<file path="src/rtl/demux_feed_sequencer.sv">
// rtl/demux_feed_sequencer.sv - column/row tagging feeder for the systolic-array output demux
// Optional abort input and logic are built only when DEMUX_SEQ_ABORT_EN is defined.
module demux_feed_sequencer #(
  parameter int SELECT_WIDTH = 5,
  parameter int DATA_WIDTH   = 16,
  parameter int NUM_OUTPUTS  = 32,
  parameter int ROW_COUNT    = 32,
  parameter int ROW_WIDTH    = 5
) (
  input  logic                         clk,
  input  logic                         reset,
  input  logic                         start,
`ifdef DEMUX_SEQ_ABORT_EN
  input  logic                         abort,
`endif
  input  logic                         in_valid,
  input  logic signed [DATA_WIDTH-1:0] in_data,
  output logic                         in_ready,
  output logic [SELECT_WIDTH-1:0]      select,
  output logic signed [DATA_WIDTH-1:0] out_data,
  output logic                         out_valid,
  output logic [ROW_WIDTH-1:0]         row_index,
  output logic                         busy,
  output logic                         done
);

  localparam logic [SELECT_WIDTH-1:0] COL_LAST = SELECT_WIDTH'(NUM_OUTPUTS - 1);
  localparam logic [ROW_WIDTH-1:0]    ROW_LAST = ROW_WIDTH'(ROW_COUNT - 1);

  typedef enum logic [1:0] {
    IDLE = 2'd0,
    LOAD = 2'd1,
    DONE = 2'd2
  } state_t;

  state_t                  state;
  logic [SELECT_WIDTH-1:0] col_cnt;
  logic [ROW_WIDTH-1:0]    row_cnt;

  always_ff @(posedge clk or posedge reset) begin
    if (reset) begin
      state     <= IDLE;
      col_cnt   <= '0;
      row_cnt   <= '0;
      in_ready  <= 1'b0;
      select    <= '0;
      out_data  <= '0;
      out_valid <= 1'b0;
      row_index <= '0;
      busy      <= 1'b0;
      done      <= 1'b0;
    end else begin
      out_valid <= 1'b0;
      done      <= 1'b0;
      case (state)
        IDLE: begin
          if (start) begin
            state    <= LOAD;
            col_cnt  <= '0;
            row_cnt  <= '0;
            in_ready <= 1'b1;
            busy     <= 1'b1;
          end
        end
        LOAD: begin
`ifdef DEMUX_SEQ_ABORT_EN
          // Abort takes priority over any beat in the same cycle, including the last one.
          if (abort) begin
            state    <= IDLE;
            col_cnt  <= '0;
            row_cnt  <= '0;
            in_ready <= 1'b0;
            busy     <= 1'b0;
          end else
`endif
          if (in_valid && in_ready) begin
            out_data  <= in_data;
            select    <= col_cnt;
            row_index <= row_cnt;
            out_valid <= 1'b1;
            if (col_cnt == COL_LAST) begin
              col_cnt <= '0;
              if (row_cnt == ROW_LAST) begin
                state    <= DONE;
                in_ready <= 1'b0;
                busy     <= 1'b0;
              end else begin
                row_cnt <= row_cnt + 1'b1;
              end
            end else begin
              col_cnt <= col_cnt + 1'b1;
            end
          end
        end
        DONE: begin
          // The pulse lands in the cycle after the final word is presented.
          done  <= 1'b1;
          state <= IDLE;
        end
        default: begin
          state    <= IDLE;
          in_ready <= 1'b0;
          busy     <= 1'b0;
        end
      endcase
    end
  end

endmodule

</file>
<file path="config.mk">
export PLATFORM = sky130hd
export DESIGN_NAME = demux_feed_sequencer
export DESIGN_NICKNAME = d
export VERILOG_FILES = /design/src/rtl/demux_feed_sequencer.sv
export SDC_FILE = /design/constraint.sdc
export NUM_CORES = 1
export LEC_CHECK = 0
export BUFFER_PORTS_ARGS = -buffer_cell sky130_fd_sc_hd__buf_4
export CAP_MARGIN = 40
export CORE_ASPECT_RATIO = 1.25
export CORE_MARGIN = 1
export CORE_UTILIZATION = 30
export CTS_CLUSTER_DIAMETER = 100
export DETAILED_ROUTE_END_ITERATION = 7
export SETUP_SLACK_MARGIN = 0.02
export SYNTH_ARGS = -nofsm -noshare
export SYNTH_HDL_FRONTEND = slang
export SYNTH_SLANG_ARGS = --single-unit
</file>
<file path="constraint.sdc">
create_clock -name clk -period 5.7 [get_ports clk]
set_input_delay 1.71 -clock clk [delete_from_list [all_inputs] [get_ports clk]]
set_output_delay 1.71 -clock clk [all_outputs]
set_load 0.03 [all_outputs]
</file>
==> results.tsv <==
stage	metric	value	unit
placement	dpl ws	2.22	ns
timing	Setup Viol. Count Final	0	
critical_path	Reg-to-Reg End	col_cnt[1]	
floorplanning	I/O pin count	50	
synthesis	Unique masters post-synth	36	
route	met1 WL	1660	µm
synthesis	#FFs+latches synth	41	
floorplanning	initial core utilization	31.0	%
floorplanning	Die Ht	88.1	µm
worst_hold_path	Min-Delay Startpoint	row_index[2]	
clocking	CTS tree	built	
timing	fin crit share	55.2	%
placement	HPWL Detailed	2650	µm
critical_path	crit path launch type	input port	
synthesis	Synth Net Count	206	
route	first-pass iteration count of the detailed router	6	
route	WL met3	255	µm
critical_path	R2R depth	5	
floorplanning	Die X	70.9	µm
power	Cell Pwr Density	370	nW/µm²
route	Post-route DRC	18	
synthesis	mapped cell area	1780	µm²
synthesis	Ys Warns	0	
power	cell internal pwr	0.567	mW
status	run status	finished, violations left	
synthesis	Post-synth top cells	73 x nand2_1, 41 x dfrtp_1, 6 x o21ai_0, 5 x inv_1	
power	Worst IR Drop VDD	0.150	mV
critical_path	Critical path buffers and inverters	3	
worst_hold_path	Hold WC Path Type	register to register	
synthesis	most numerous cell in the Yosys netlist	nand2_1	
floorplanning	die area	6250	µm²
route	Vias/cell	4.80	
placement	GPL Wtd Cong	0.727	
critical_path	RR Startpoint	state[0]	
cells_and_area	Final Cell Area	2300	µm²
status	failing checks	design-rule violations	
clocking	CTS buffer count	5	
synthesis	largest area contributor in the netlist	dfrtp_1	
clocking	H-tree depth	2	
placement	placed cell area	2190	µm²
synthesis	synth top area cells	dfrtp_1 58%, nand2_1 15%, ha_1 2.8%, o21ai_0 1.7%, a211o_1 1.5%	
cells_and_area	antenna cells	0	
critical_path	Max stage delay cell, worst path	clkinv_1	
synthesis	ys flop type	dfrtp_1	
global_routing	largest net degree at the start of global routing	42	
cells_and_area	final core utilization	40.0	%
critical_path	CP cell instances	buf_4 > nand4b_1 > buf_4 > clkinv_1 > nand4_1 > o21ai_0	
route	uppermost layer routed	met4	
clocking	post-cts hold buffer count	0	
critical_path	data required time of the critical path	5.86	ns
route	Initial DRC Count	86	
synthesis	top-area cell type share of the netlist area	57.6	%
critical_path	CP peak stage delay	0.65	ns
placement	I/O Buffers	49	
clocking	Clock Latency Late Sink	0.29	ns
critical_path	CP Depth	6	
critical_path	Arr. time, crit path	3.31	ns
route	WL final	3800	µm
clocking	CTS root buffer	clkbuf_8	
critical_path	CP Max Fanout	31	
power	Gate power share	28.7	%
cells_and_area	fillers	572	
timing	Slew HR	53.4	%
timing	setup_tns	0	ns
global_routing	antenna violations before repair	0	
power	Clk network pwr share	26.3	%
floorplanning	row count	31	
timing	worst slew pin tran	0.695	ns
timing	skew final	0.00419	ns
route	routed length per instance	12.8	µm
critical_path	CP delay by family, top	buffers and inverters	
cells_and_area	area delta synth->final	29.0	%
route	routed vias	1431	
critical_path	most used cell, CP	buf_4	
synthesis	sequential share of the synthesized area	57.6	%
clocking	register clock-pin slew on the reported worst setup and hold paths	0.08	ns
timing	final hold violation count	0	
timing	fin. max-slew vios	0	
floorplanning	Core ar.	5740	µm²
power	Leakage	1.25	nW
cells_and_area	nets@finish	256	
timing	post-route setup slack	2.55	ns
worst_hold_path	WHS Path Cells	2	
route	routed wl met2	1820	µm
clocking	Clock Path Buffers	2	
power	switching share of total power	33.2	%
route	antenna-violating nets left	0	
power	share of power burned in registers	45.0	%
critical_path	WS Path Type	input port to register	
clocking	postcts setup bufs	0	
synthesis	Post-synth ARST share	100	%
timing	fin crit period	3.15	ns
synthesis	Post-Synthesis Cells	182	
clocking	post-cts sizing count	0	
cells_and_area	share of cells above drive strength 1	28.4	%
global_routing	number of global-route vias before repair	1417	
global_routing	Congestion Overflow GR	0	
global_routing	GRT Util Overall	13.2	%
run	number of max-cap violations	0	
critical_path	R2R Setup Slk	3.47	ns
timing	RSZ-0062 raised after global routing	no	
synthesis	EDFF count, synth	0	
critical_path	worst setup path startpoint	in_valid	
critical_path	Crit. End Element	register	
clocking	clock sinks	41	
synthesis	syn_area_per_cell	9.78	µm²
timing	FMAX	0.318	GHz
worst_hold_path	hold path endpoint	row_index[2]	
global_routing	global-route wire length before repair	6450	µm
power	Psw	0.282	mW
-- layer usage --
metal,up-vias,GRT usage (%)
met1,672,15.6
met2,46,22.8
met5,-,0
met4,0,6.18
met3,8,3.22
li1,705,-
-- cell type report --
type | count | area [µm²] | share of cell area, %
timing repair buffer | 51 | 383 | 16.7
multi-input combinational | 127 | 678 | 29.5
inverter | 6 | 22.5 | 0.981
sequential | 41 | 1030 | 44.7
clock buffer | 5 | 68.8 | 3.00
clock inverter | 2 | 35.0 | 1.53
tap | 66 | 82.6 | 3.60
-- worst min-delay path: cells and delay by family (launching register included) --
family           cells  cell delay [ns]
AND/OR/NAND/NOR      2             0.11
flip-flops           1             0.34
-- sequential cells by signal (all words and copies together), names as in the netlist --
name and cells:
done 1, out_valid 1, row_index 5, select 5, busy 1, state 2
row_cnt 5, out_data 16, col_cnt 5
-- cell usage in the layout (no fill, tap or decap), drive strengths merged, types with 4 or more instances in the layout --
cell type	synthesis	final
nand4	4	4
clkbuf	1	5
buf	7	51
ha	4	4
o21ai	7	7
nand2	73	73
dfrtp	41	41
inv	5	5
nand3	5	5
-- metrics by stage --
stage               std cells  power (mW)  hold WS [ns]
CTS                       298       0.860         0.484
floorplan                 182       0.538         0.468
global route              298       0.901         0.506
global placement          291       0.629         0.460
detailed placement        291       0.633         0.464
finish                    298       0.849         0.477
-- cells by family after synthesis --
logic type / count (synthesis) / synth area share, %
AND/OR/NAND/NOR: 101 / 25.6
multiplexers: 2 / 1.26
buffers and inverters: 14 / 4.29
flip-flops: 41 / 57.6
AO/OA/AOI/OAI: 20 / 8.43
adder cells (fa/ha/maj): 4 / 2.81
-- power by group through the flow --
stage                     sequential [mW]  combinational, mW  clock (mW)
after floorplan                     0.450             0.0885           0
after global placement              0.388              0.242           0
after CTS                           0.383              0.246       0.230
after global routing                0.391              0.267       0.243
after detailed placement            0.389              0.245           0
final                               0.382              0.244       0.224
-- worst max-delay path by stage --
stage / end
final: col_cnt[1]
after global routing: col_cnt[1]
after CTS: col_cnt[1]
after detailed placement: col_cnt[1]
after global placement: col_cnt[1]
after floorplan: busy
No activity file was read; power rests on OpenSTA's default activity.
